[src/rtl/uart_pkg.sv]
// rtl/uart_pkg.sv - shared state type, counter width and index helper for the UART transmit arbiter
package uart_pkg;

    typedef enum logic [1:0] {
        ST_IDLE      = 2'd0,
        ST_START     = 2'd1,
        ST_WAIT_BUSY = 2'd2,
        ST_WAIT_DONE = 2'd3
    } arb_state_t;

    localparam int FRAME_CNT_W = 16;

    // base < n and step <= n, so a single subtraction is enough to wrap
    function automatic int wrap_add(input int base, input int step, input int n);
        int s;
        s = base + step;
        return (s >= n) ? s - n : s;
    endfunction

endpackage

[src/rtl/uart_tx_arbiter_if.sv]
// rtl/uart_tx_arbiter_if.sv - requester handshake and UART transmitter signals of the arbiter
interface uart_tx_arbiter_if #(
    parameter int NUM_REQ = 4
);
    logic [NUM_REQ-1:0]   req_valid;
    logic [8*NUM_REQ-1:0] req_data;
    logic [NUM_REQ-1:0]   req_ready;
    logic                 tx_start;
    logic [7:0]           tx_data;
    logic                 tx_busy;

    modport master (
        input  req_valid,
        input  req_data,
        input  tx_busy,
        output req_ready,
        output tx_start,
        output tx_data
    );

    modport slave (
        output req_valid,
        output req_data,
        output tx_busy,
        input  req_ready,
        input  tx_start,
        input  tx_data
    );
endinterface

[src/rtl/uart_rr_pick.sv]
// rtl/uart_rr_pick.sv - combinational round-robin picker searching upward from the last grant
module uart_rr_pick
    import uart_pkg::*;
#(
    parameter int N = 4
) (
    input  logic [N-1:0]         req,
    input  logic [$clog2(N)-1:0] last,
    output logic [N-1:0]         grant,
    output logic [$clog2(N)-1:0] idx,
    output logic                 any
);

    localparam int W = $clog2(N);

    logic [W-1:0] pos;

    always_comb begin
        grant = '0;
        idx   = last;
        any   = 1'b0;
        pos   = '0;
        for (int k = 1; k <= N; k++) begin
            pos = W'(wrap_add(int'(last), k, N));
            if (!any && req[pos]) begin
                any        = 1'b1;
                grant[pos] = 1'b1;
                idx        = pos;
            end
        end
    end

endmodule

[src/rtl/uart_tx_arbiter.sv]
// rtl/uart_tx_arbiter.sv - round-robin arbiter feeding bytes from several requesters into one UART transmitter
module uart_tx_arbiter
    import uart_pkg::*;
#(
    parameter int NUM_REQ      = 4,
    parameter int BUSY_TIMEOUT = 4
) (
    input  logic                       clk,
    input  logic                       rst_n,
    input  logic                       en,
    uart_tx_arbiter_if.master          bus,
    output logic [$clog2(NUM_REQ)-1:0] grant_id,
    output logic                       arb_busy,
    output logic                       timeout_err,
    output logic [FRAME_CNT_W-1:0]     frames_sent
);

    localparam int GW = $clog2(NUM_REQ);
    // BUSY_TIMEOUT counts the tx_start cycle, so WAIT_BUSY lasts BUSY_TIMEOUT-1 cycles (needs BUSY_TIMEOUT >= 2)
    localparam int TW = $clog2(BUSY_TIMEOUT);

    arb_state_t             state;
    logic [NUM_REQ-1:0]     pick_grant;
    logic [GW-1:0]          pick_idx;
    logic                   pick_any;
    logic                   grant_ok;
    logic                   transfer;
    logic [7:0]             sel_byte;
    logic [TW-1:0]          wait_cnt;
    logic [FRAME_CNT_W-1:0] frame_cnt;

    uart_rr_pick #(.N(NUM_REQ)) u_pick (
        .req   (bus.req_valid),
        .last  (grant_id),
        .grant (pick_grant),
        .idx   (pick_idx),
        .any   (pick_any)
    );

    // rst_n in the gate keeps req_ready low while reset is held, not just after it
    assign grant_ok      = rst_n && (state == ST_IDLE) && en;
    assign bus.req_ready = grant_ok ? pick_grant : '0;
    assign transfer      = grant_ok && pick_any;
    assign sel_byte      = bus.req_data[{pick_idx, 3'b000} +: 8];
    assign arb_busy      = (state != ST_IDLE);
    assign frames_sent   = frame_cnt;

    always_ff @(posedge clk or negedge rst_n) begin
        if (!rst_n) begin
            state        <= ST_IDLE;
            bus.tx_start <= 1'b0;
            bus.tx_data  <= '0;
            grant_id     <= GW'(NUM_REQ - 1);
            timeout_err  <= 1'b0;
            wait_cnt     <= '0;
            frame_cnt    <= '0;
        end else begin
            bus.tx_start <= 1'b0;
            timeout_err  <= 1'b0;
            case (state)
                ST_IDLE: begin
                    if (transfer) begin
                        bus.tx_data  <= sel_byte;
                        grant_id     <= pick_idx;
                        bus.tx_start <= 1'b1;
                        state        <= ST_START;
                    end
                end
                ST_START: begin
                    wait_cnt <= '0;
                    state    <= ST_WAIT_BUSY;
                end
                ST_WAIT_BUSY: begin
                    if (bus.tx_busy) begin
                        state <= ST_WAIT_DONE;
                    end else if (wait_cnt == TW'(BUSY_TIMEOUT - 2)) begin
                        timeout_err <= 1'b1;
                        state       <= ST_IDLE;
                    end else begin
                        wait_cnt <= wait_cnt + 1'b1;
                    end
                end
                ST_WAIT_DONE: begin
                    if (!bus.tx_busy) begin
                        frame_cnt <= frame_cnt + 1'b1;
                        state     <= ST_IDLE;
                    end
                end
                default: state <= ST_IDLE;
            endcase
        end
    end

endmodule

[src/flat_wrapper.sv]
// flat-port wrapper written by rule: the top's interface ports become plain ports
module uart_tx_arbiter_flat import uart_pkg::*;
#(
    parameter int NUM_REQ      = 4,
    parameter int BUSY_TIMEOUT = 4
)
  (clk, rst_n, en, grant_id, arb_busy, timeout_err, frames_sent, bus_req_valid, bus_req_data, bus_tx_busy, bus_req_ready, bus_tx_start, bus_tx_data);
  uart_tx_arbiter_if #(.NUM_REQ(NUM_REQ)) bus_i ();
  input  logic clk;
  input  logic rst_n;
  input  logic en;
  output logic [$clog2(NUM_REQ)-1:0] grant_id;
  output logic arb_busy;
  output logic timeout_err;
  output logic [FRAME_CNT_W-1:0] frames_sent;
  input wire logic [$bits(bus_i.req_valid)-1:0] bus_req_valid;
  input wire logic [$bits(bus_i.req_data)-1:0] bus_req_data;
  input wire logic [$bits(bus_i.tx_busy)-1:0] bus_tx_busy;
  output wire logic [$bits(bus_i.req_ready)-1:0] bus_req_ready;
  output wire logic [$bits(bus_i.tx_start)-1:0] bus_tx_start;
  output wire logic [$bits(bus_i.tx_data)-1:0] bus_tx_data;
  assign bus_i.req_valid = bus_req_valid;
  assign bus_i.req_data = bus_req_data;
  assign bus_i.tx_busy = bus_tx_busy;
  assign bus_req_ready = bus_i.req_ready;
  assign bus_tx_start = bus_i.tx_start;
  assign bus_tx_data = bus_i.tx_data;
  uart_tx_arbiter #(.NUM_REQ(NUM_REQ), .BUSY_TIMEOUT(BUSY_TIMEOUT)) u_core (.clk(clk), .rst_n(rst_n), .en(en), .bus(bus_i), .grant_id(grant_id), .arb_busy(arb_busy), .timeout_err(timeout_err), .frames_sent(frames_sent));
endmodule
[config.mk]
export PLATFORM = sky130hd
export DESIGN_NAME = uart_tx_arbiter_flat
export DESIGN_NICKNAME = d
export VERILOG_FILES = /design/src/rtl/uart_pkg.sv /design/src/rtl/uart_tx_arbiter_if.sv /design/src/rtl/uart_rr_pick.sv /design/src/rtl/uart_tx_arbiter.sv /design/src/flat_wrapper.sv
export SDC_FILE = /design/constraint.sdc
export NUM_CORES = 1
export LEC_CHECK = 0
export ABC_AREA = 1
export BUFFER_PORTS_ARGS = -buffer_cell sky130_fd_sc_hd__buf_2
export CORE_MARGIN = 2
export CORE_UTILIZATION = 50
export CTS_CLUSTER_DIAMETER = 80
export DETAILED_ROUTE_END_ITERATION = 8
export PLACE_DENSITY = 0.79
export REMOVE_ABC_BUFFERS = 1
export SLEW_MARGIN = 15
export SYNTH_ARGS = -nofsm -noshare
export SYNTH_HDL_FRONTEND = slang
export SYNTH_HIERARCHICAL = 1
export SYNTH_SLANG_ARGS = --single-unit
[constraint.sdc]
create_clock -name clk -period 6.95 [get_ports clk]
set_input_delay 1.0425 -clock clk [delete_from_list [all_inputs] [get_ports clk]]
set_output_delay 1.0425 -clock clk [all_outputs]
set_load 0.01 [all_outputs]
After elaboration in Yosys (flattened, before gate mapping)

Index checks and enable logic that the tools add are counted.

Bits in registers: 32
Logic and storage cells: 109
Input port bits: 40

Bitwise gates (word level): 4
Add/subtract/negate cells: 10
Mux-type cells: 46
Reduce and logical (&&, ||, !) cells: 20
Magnitude comparators: 12
Equality and inequality tests: 9
Shift-type cells: 1

Operator list:

| kind                                                 | count |
|---|---|
| variable part select 32 x 6 -> 8 bit                 | 1 |
| two-way mux 2 bit                                    | 14 |
| two-way mux 4 bit                                    | 5 |
| two-way mux 1 bit                                    | 17 |
| adder 16 x 1 -> 16 bit (second input constant)       | 1 |
| < comparator 2 x 3 -> 1 bit (second input constant)  | 4 |
| OR 4 bit                                             | 3 |
| logical AND 1 bit                                    | 10 |
| >= comparator 3 bit (second input constant)          | 3 |
| binary-select mux 1 bit (select 2 bit)               | 4 |
| demux 1 bit (select 2 bit)                           | 4 |
| >= comparator 2 x 1 -> 1 bit (second input constant) | 4 |
| one-hot mux 2 bit (4 select lines)                   | 1 |
| subtractor 2 x 1 -> 2 bit (second input constant)    | 4 |
| adder 2 x 2 -> 3 bit (second input constant)         | 2 |
| == test 2 bit (second input constant)                | 3 |
| != test 2 bit (second input constant)                | 3 |
| AND reduction 3 bit                                  | 2 |
| adder 2 x 3 -> 4 bit (second input constant)         | 1 |
| >= comparator 4 x 3 -> 1 bit (second input constant) | 1 |
| one-hot mux 2 bit (2 select lines)                   | 1 |
| AND reduction 2 bit                                  | 2 |
| nonzero test 2 bit                                   | 2 |
| adder 2 x 1 -> 3 bit (second input constant)         | 1 |
| other kinds (7)                                      | 9 |

Logic depth before layout (Yosys ltp)

Gate-level depths: netlist of run 1.

Word-level depth: 18
Gate-level depth with buffers: 14
Gate-level depth less buffers: 14

Hierarchy

The synthesis of run 1 kept the hierarchy.

By module, submodules not included:

| module          | times used | area an instance (um2) | cells each |
|---|---|---|---|
| uart_tx_arbiter | 1          | 1783.0                 | 235 |
| uart_rr_pick    | 1          | 473.0                  | 76 |

Worst setup path before layout of run 1

Ideal clock, no wire load.

Kind: reg2out
From: reg u_core.grant_id[0]
To: out bus_req_ready[0]
Stages on the path, launching flop included: 11
Buffers on the path: 0
Arrival time: 1.887 ns
Data required time: 5.907 ns
Slack: 4.021 ns
Cell sequence: dfstp_2 > inv_2 > ha_1 > inv_1 > nand3_1 > nand2_1 > nor2_4 > nand3_1 > nand3_1 > inv_1 > nor2_1

Longest elaborated chain between the ends: 16
Elaborated cells on any way between the ends: 61

RTL lines:

| item                                                                          | line                  | text |
|---|---|---|
| start, declared                                                               | uart_tx_arbiter.sv:12 | `output logic [$clog2(NUM_REQ)-1:0] grant_id,` |
| start signal, assigned                                                        | uart_tx_arbiter.sv:53 | `grant_id <= GW'(NUM_REQ - 1);` |
| start signal, assigned                                                        | uart_tx_arbiter.sv:64 | `grant_id <= pick_idx;` |
| parallel branches: the longest is 14 deep, another holds adder 2 x 1 -> 3 bit | -                     |  |
| two-way mux 4 bit *                                                           | uart_rr_pick.sv:25    | `if (!any && req[pos]) begin` |
| net u_core.pick_grant[0]                                                      | uart_tx_arbiter.sv:23 | `logic [NUM_REQ-1:0] pick_grant;` |
| two-way mux 4 bit *                                                           | uart_tx_arbiter.sv:42 | `assign bus.req_ready = grant_ok ? pick_grant : '0;` |
| end, declared                                                                 | flat_wrapper.sv:19    | `output wire logic [$bits(bus_i.req_ready)-1:0] bus_req_ready;` |

Mark *: on every way through the listed nets, which the timed path passes. The select of a mux whose other input is x is not followed.

Worst setup path after layout of run 1

From: reg u_core.grant_id[0]
To: out bus_req_ready[2]

The elaborated chain is that of the path after synthesis.

==> results.json, run 1 <==
{
  "antenna_found_initial": 0,
  "final_common_cell": "nand2_1",
  "place_congestion": 0.906,
  "hpwl_um": 3820,
  "synth_largest_type_area_fraction_pct": 33.3,
  "synth.avg_cell_area_um2": 7.25,
  "yosysWarnings": 6,
  "postCtsSetupBuffers": 0,
  "cts_sinks": 32,
  "vias": 2197,
  "worst_r2r_path_depth": 14,
  "finish.utilization_pct": 63.2,
  "fill_cells": 392,
  "ff_latch_area_um2": 803,
  "grtUsageTotal_pct": 21.7,
  "ff2ff_setup_slack_ps": 3650,
  "drtIter0Drc": 175,
  "critPathKind": "reg2out",
  "ys_top_cells_by_area": "dfrtp_1 (33%), nand2_1 (13%), nand3_1 (6.7%)",
  "fin_cells": 438,
  "cts_tree": "done",
  "timing.rr.start": "u_core/grant_id[0]",
  "clock_path_buffers": 2,
  "clk_latency_ps": 280,
  "whs_path_depth": 2,
  "io_buffers": 72,
  "die_h_um": 71.2,
  "timing.rr.end": "u_core/bus.tx_data[4]",
  "syn_inst": 311,
  "grt_pass1_wl_um": 8970,
  "crit_chain": "inv_2 > ha_1 > inv_1 > nand3_1 > nand2_1 > nor2_4 > nand3_1 > nand3_1 > inv_1 > nor2_1 > buf_2",
  "hold_buffers": 0,
  "first_pass_iters": 4,
  "status": "completed",
  "hold_path_end": "u_core/bus.tx_data[2]",
  "slowest_delay_ps": 670,
  "cpMostUsedCell": "nand3_1",
  "cp_slowest_cell": "dfstp_2",
  "post_cts_resized": 0,
  "ant_nets": 0,
  "worstMarginPinSlew_ps": 749,
  "layout_min_cycle_time_ps": 3460,
  "multiInputGateArea_mm2": 0.00127,
  "drive_above_1_share_pct": 26.9,
  "final_cell_mix": "nand2_1 (81), buf_2 (72), inv_1 (36)",
  "hold_viol": 0,
  "htreeDepth": 2,
  "drc": 0,
  "final.setup.tns_ps": 0,
  "area_growth_pct": 21.9,
  "drt_wl_total_um": 4990,
  "hold_path.class": "reg2reg",
  "grt_max_degree": 35,
  "ys_seq_elements": 32,
  "rsz0062_at_grt": "false",
  "grt_pass1_vias": 2047,
  "setup_viol": 0,
  "slew_viol_final": 0,
  "p_per_area_mw_per_mm2": 388,
  "synth_area_leader_cell": "dfrtp_1",
  "crit_path_start_kind": "register",
  "cts.clk_slew.worst_paths_ps": 60,
  "dpl.cell_count": 430,
  "routed_via_density": 5.02,
  "ioPinCount": 73,
  "grt_overflow": 0,
  "synth_cell_type_count": 30,
  "netlist_area_mm2": 0.00226,
  "dieArea_mm2": 0.00507,
  "antenna_cells": 0,
  "ir_worst_vdd_uv": 184,
  "fin_total_pwr_mw": 1.07,
  "placementRows": 24,
  "start_util_pct": 51.8,
  "cts_root_buf": "clkbuf_8",
  "finClkSkew_ps": 8.48,
  "drt-wirelength-per-cell_um": 11.4,
  "crit_fanout": 13,
  "timing.hold.ws_ps": 485,
  "cts_buffers": 5,
  "seq_area_frac_synth_pct": 35.6,
  "arrival_ps": 2420,
  "timing.fmax_mhz": 289,
  "leakagePower_nw": 1.47,
  "hold_start": "u_core/bus.tx_data[2]",
  "nets": 435,
  "endpoint_kind": "output pin",
  "cap_violations": 0,
  "core_mm2": 0.00435,
  "min_period_over_period_pct": 49.8,
  "worstPathRequired_ps": 5910,
  "slew-limit-headroom_pct": 50.0,
  "die_x_um": 71.2
}
## cells by family after synthesis
family	share of synthesized area, %
adder cells (fa/ha/maj)	5.55
AO/OA/AOI/OAI	11.4
flip-flops	35.6
XOR/XNOR	3.88
AND/OR/NAND/NOR	35.7
buffers and inverters	7.88
## routing by layer
metal | part of all wire [%] | global-route usage, %
met1 | 47 | 29.9
met2 | 47 | 35.3
met3 | 6.1 | 3.99
met4 | 0.28 | 5.66
met5 | 0 | 0
## where the power goes
group / switching [mW] / total [mW] / leakage (nW) / internal, mW
logic: 0.401 / 0.611 / 1.01 / 0.209
clock network: 0.0660 / 0.156 / 0.0515 / 0.0903
registers: 0.0573 / 0.299 / 0.411 / 0.241
## per-stage QoR
| step | worst slack [ps] | instance area [um^2] |
|---|---|---|
| 4_1_cts | 3470 | 2750 |
| 2_1_floorplan | 4020 | 2220 |
| 6_report | 3490 | 2750 |
| 3_5_place_dp | 3630 | 2650 |
| 3_3_place_gp | 3750 | 2650 |
| 5_1_grt | 3190 | 2750 |
## cell type report
| cell class | instances | share of cell area, % |
|---|---|---|
| flip-flops and latches | 32 | 29.2 |
| multi-input cells | 235 | 46.4 |
| repair buffers | 72 | 13.1 |
| well taps | 52 | 2.37 |
| inverters | 39 | 5.32 |
| clock buffers | 8 | 3.64 |
## worst max path at each step
stage	slack, ps	cells past startpoint	start	to
finish	3490	11	u_core/grant_id[0]	bus_req_ready[2]
detailed placement	3630	13	bus_req_valid[3]	u_core/bus.tx_data[7]
CTS	3470	11	u_core/grant_id[0]	bus_req_ready[2]
global route	3190	14	u_core/grant_id[0]	u_core/bus.tx_data[7]
floorplan	4020	10	u_core/grant_id[0]	bus_req_ready[0]
global placement	3750	13	bus_req_valid[1]	u_core/bus.tx_data[4]
## synth_stat cells (all sizes together)
cell     instances
a21boi           4
a21oi           18
buf              3
clkbuf           2
clkinv           1
dfrtp           30
dfstp            2
ha              10
inv             38
nand2           88
nand3           35
nand3b           1
nand4            7
nor2            35
nor3             2
o2111ai          1
o21ai           24
xnor2            7
xor2             3
## worst max-delay path: cells and delay by family (launching register included)
family	cells	cell delay (ps)
flops	1	670
simple gates	6	630
fa+ha+maj	1	390
buf+inv	4	460
## registers in the layout, summed over array words and instances, names as in the netlist
register / flops
u_core/frames_sent: 16
u_core/bus.tx_data: 8
u_core/grant_id: 2
u_core/state: 2
u_core/wait_cnt: 2
u_core/bus.tx_start: 1
u_core/timeout_err: 1
Power figures use the tool's default switching activity.
==> inputs of run 2 (changes only) <==
CORE_UTILIZATION = 46   (was 50)
PLACE_DENSITY = 0.76   (was 0.79)
clock period = 3 ns   (was 6.95 ns; I/O delays follow)
==> results.json, run 2 (synthesized netlist as in run 1, its figures left out) <==
{
  "worstMarginPinSlew_ps": 410,
  "cts.clk_slew.worst_paths_ps": 60,
  "antenna_cells": 0,
  "largest_reg_flops": 16,
  "grt_overflow": 0,
  "start_util_pct": 47.8,
  "hold_path.class": "in2async",
  "drc": 0,
  "endpoint_kind": "output pin",
  "place_congestion": 0.871,
  "nets": 447,
  "final_cell_mix": "nand2_1 (81), buf_2 (72), inv_1 (36)",
  "cts_tree": "done",
  "drive_above_1_share_pct": 29.4,
  "cts_root_buf": "clkbuf_8",
  "io_buffers": 72,
  "vias": 2260,
  "min_period_over_period_pct": 93.4,
  "ant_nets": 0,
  "grt_pass1_vias": 1997,
  "grt_max_degree": 34,
  "clk_latency_ps": 280,
  "finClkSkew_ps": 4.84,
  "grt_pass1_wl_um": 8740,
  "cts_sinks": 32,
  "arrival_ps": 2350,
  "hold_buffers": 0,
  "finish.utilization_pct": 60.4,
  "core_mm2": 0.00472,
  "final.setup.tns_ps": 0,
  "drt_wl_total_um": 5330,
  "hpwl_um": 4090,
  "hold_viol": 0,
  "htreeDepth": 2,
  "grtUsageTotal_pct": 20.4,
  "fin_total_pwr_mw": 2.56,
  "dpl_cell_area_mm2": 0.00269,
  "status": "completed",
  "worstPathRequired_ps": 2550,
  "crit_path_start_kind": "register",
  "ir_worst_vdd_uv": 597,
  "area_growth_pct": 26.4,
  "drtIter0Drc": 192,
  "layout_min_cycle_time_ps": 2800,
  "fin_area_mm2": 0.00285,
  "leakagePower_nw": 1.53,
  "timing.hold.ws_ps": 245,
  "slew-limit-headroom_pct": 72.7,
  "die_x_um": 74.0,
  "placementRows": 25,
  "cts_buffers": 5,
  "dieArea_mm2": 0.00548,
  "routed_via_density": 4.86,
  "first_pass_iters": 4,
  "setup_viol": 0,
  "slew_viol_final": 0,
  "timing.fmax_mhz": 357,
  "drt-wirelength-per-cell_um": 11.5,
  "ioPinCount": 73,
  "final_common_cell": "nand2_1",
  "cap_violations": 0,
  "antenna_found_initial": 0,
  "die_h_um": 74.0,
  "crit_fanout": 9,
  "p_per_area_mw_per_mm2": 899,
  "critPathKind": "reg2out",
  "clock_path_buffers": 2
}
-- run 2: cell count changes in the layout (fill, tap and decap cells not counted), sizes merged --
cell    before  now
buf         72   84
clkbuf       8    6
clkinv       1    3
-- run 2: layout make-up --
| cell class | instances | area (um^2) |
|---|---|---|
| Clock inverter | 2 | 10.0 |
| Inverter | 39 | 146 |
| Multi-Input combinational cell | 235 | 1270 |
| Sequential cell | 32 | 803 |
| Fill cell | 438 | 1870 |
| Tap cell | 67 | 83.8 |
| Clock buffer | 6 | 82.6 |
| Timing Repair Buffer | 84 | 450 |
-- run 2: what timing repair did --
item | in CTS | in global routing
setup endpoints to repair | 0 | 4
resized for setup | 0 | 0
setup buffers | 0 | 9
-- run 2: routing by layer --
layer	GRT usage, %	wire [um]	part of all wire, %	vias to the layer above
met5	0	0	0	-
met4	6.87	82	1.5	0
met3	3.93	309	5.8	9
met2	33.9	2500	47	87
met1	26.6	2440	46	992
li1	-	-	-	1172
-- run 2: through the flow --
step / cells / setup WS, ps
finish: 465 / 199
global route: 465 / -15.3
CTS: 456 / 144
detailed placement: 448 / 345
global placement: 448 / 410
floorplan: 306 / 197
-- run 2: worst paths after layout --
path / startpoint / to / slack, ps / cells past startpoint
worst min-delay path: rst_n / u_core/frames_sent[2] / 250 / 2
worst min register to register: u_core/bus.tx_data[3] / u_core/bus.tx_data[3] / 480 / 2
worst max-delay path: u_core/grant_id[1] / bus_req_ready[1] / 200 / 11
max in group asynchronous: rst_n / u_core/grant_id[0] / 2420 / 2
worst max register to register: u_core/grant_id[1] / u_core/bus.tx_data[4] / 390 / 14
min in group clk: bus_tx_busy / u_core/timeout_err / 430 / 2
-- run 2: where the power goes --
part           switching (mW)  internal (mW)  total, mW
Combinational           0.967          0.582       1.55
Sequential              0.119          0.559      0.678
Clock                   0.153          0.183      0.336
-- run 2: worst max-delay path, stage by stage (launching register included) --
cell and delay [ps]:
dfstp_2 620, inv_1 160, ha_1 370, inv_1 110
nand3_1 90, nand2_1 80, nor2_4 170, nand3_1 90
nand3_1 100, inv_1 40, nor2_1 100, buf_2 140
==> inputs of run 3 (changes only) <==
PLACE_DENSITY = 0.77   (was 0.76)
SYNTH_HIERARCHICAL = not set   (was 1)
==> results.json, run 3 <==
{
  "finClkSkew_ps": 5.84,
  "ys_seq_elements": 32,
  "grtUsageTotal_pct": 21.0,
  "synthArstFlopShare_pct": 100,
  "grt_overflow": 0,
  "grt_pass1_wl_um": 8800,
  "hpwl_um": 3910,
  "synth_largest_type_area_fraction_pct": 34.4,
  "seq_area_frac_synth_pct": 36.8,
  "slew-limit-headroom_pct": 63.4,
  "drive_above_1_share_pct": 33.4,
  "timing.hold.ws_ps": 205,
  "dpl.cell_count": 416,
  "syn_inst": 289,
  "routed_via_density": 4.88,
  "clock_path_buffers": 2,
  "area_growth_pct": 25.5,
  "final_cell_mix": "nand2_1 (106), buf_2 (72), dfrtp_1 (30)",
  "first_pass_iters": 4,
  "synth.avg_cell_area_um2": 7.55,
  "cts_root_buf": "clkbuf_8",
  "io_buffers": 72,
  "largest_reg_flops": 16,
  "grt_max_degree": 33,
  "drc": 0,
  "final_common_cell": "nand2_1",
  "setup_viol": 0,
  "cts.clk_slew.worst_paths_ps": 70,
  "ff2ff_setup_slack_ps": 560,
  "min_period_over_period_pct": 92.6,
  "synth-edff-count": 0,
  "die_x_um": 72.9,
  "ys.flop_type": "dfrtp_1",
  "crit_fanout": 10,
  "hold_viol": 0,
  "grt_pass1_vias": 2022,
  "cts_tree": "done",
  "timing.fmax_mhz": 360,
  "cts_buffers": 5,
  "crit_path_start_kind": "register",
  "placementRows": 25,
  "vias": 2074,
  "synth_commonest_cells": "nand2_1 (106), dfrtp_1 (30), nand3_1 (26)",
  "core_mm2": 0.00466,
  "worstPathRequired_ps": 2550,
  "layout_setup_ws_ps": 222,
  "nets": 420,
  "antenna_found_initial": 0,
  "slew_viol_final": 0,
  "fin_cells": 425,
  "drt_wl_total_um": 5100,
  "cts_sinks": 32,
  "finish.utilization_pct": 58.7,
  "drtIter0Drc": 97,
  "yosysWarnings": 0,
  "leakagePower_nw": 1.58,
  "clk_latency_ps": 280,
  "cap_violations": 0,
  "status": "completed",
  "die_h_um": 72.9,
  "htreeDepth": 2,
  "antenna_cells": 0,
  "final.setup.tns_ps": 0,
  "ant_nets": 0,
  "worstMarginPinSlew_ps": 548,
  "layout_min_cycle_time_ps": 2780,
  "rsz0062_at_grt": "false",
  "hold_path.class": "in2async",
  "critPathKind": "reg2out",
  "place_congestion": 0.966,
  "fill_cells": 431,
  "synth_area_leader_cell": "dfrtp_1",
  "synth_cell_type_count": 29,
  "synth.most_common_cell": "nand2_1",
  "ys_top_cells_by_area": "dfrtp_1 (34%), nand2_1 (18%), nand3_1 (6.0%)",
  "ir_worst_vdd_uv": 553,
  "p_per_area_mw_per_mm2": 1070,
  "netlist_area_mm2": 0.00218,
  "dieArea_mm2": 0.00531,
  "ioPinCount": 73,
  "start_util_pct": 46.8,
  "drt-wirelength-per-cell_um": 12.0,
  "endpoint_kind": "output pin",
  "arrival_ps": 2330,
  "dp_slack_ps": 368
}
-- run 3: what timing repair did --
| item | 4_1_cts | 5_1_grt |
|---|---|---|
| endpoints found under the setup margin | 0 | 4 |
| hold buffers | 0 | 0 |
| setup buffers | 0 | 1 |
| resized for setup | 0 | 2 |
-- run 3: layer usage --
metal  part of all wire, %  vias up  track usage [%]
met4                   1.7        0             6.38
met2                    47       63             35.5
li1                      -     1076                -
met3                   4.4        8             4.01
met1                    46      927             27.3
met5                     0        -                0
-- run 3: cells by family after synthesis --
logic type      Yosys count  share of synthesized area (%)
mux                       1                          0.516
simple gates            181                           39.6
compound gates           18                           4.30
fa+ha+maj                10                           5.74
buf+inv                  32                           6.94
flops                    32                           36.8
xor+xnor                 15                           6.02
-- run 3: worst paths after layout --
kind,cells past startpoint,end,from
max,11,bus_req_ready[0],u_core.grant_id[0]
min,2,u_core.frames_sent[5],rst_n
max reg2reg,11,u_core.bus.tx_data[6],u_core.grant_id[0]
min reg2reg,1,u_core.frames_sent[15],u_core.frames_sent[15]
max in group asynchronous,2,u_core.grant_id[1],rst_n
min in group clk,1,u_core.frames_sent[15],u_core.frames_sent[15]
-- run 3: per-stage QoR --
step                      instance area, um^2  power [mW]
after floorplan                          2140        2.00
after global placement                   2600        2.44
after detailed placement                 2600        2.49
after CTS                                2710        2.90
after global routing                     2740        3.25
final                                    2740        2.93
-- run 3: critical path, stage by stage (launching register included) --
cell,delay (ps)
dfstp_2,540
inv_2,100
ha_4,310
inv_1,60
nand3_2,90
nand2_4,90
inv_4,90
nand4_1,160
a21oi_2,240
nand2_1,70
a21oi_1,140
buf_2,150
-- run 3: cell type report --
class	count	area (um^2)	area share, %
clock buffers	5	68.8	2.51
clock inverters	3	42.5	1.55
inverters	28	108	3.93
multi-input cells	225	1240	45.4
flip-flops and latches	32	803	29.3
well taps	54	67.6	2.47
repair buffers	78	405	14.8
-- run 3: where the power goes --
part / switching [mW] / internal [mW] / total [mW]
clock network: 0.161 / 0.245 / 0.407
logic: 1.23 / 0.643 / 1.87
registers: 0.0908 / 0.557 / 0.647
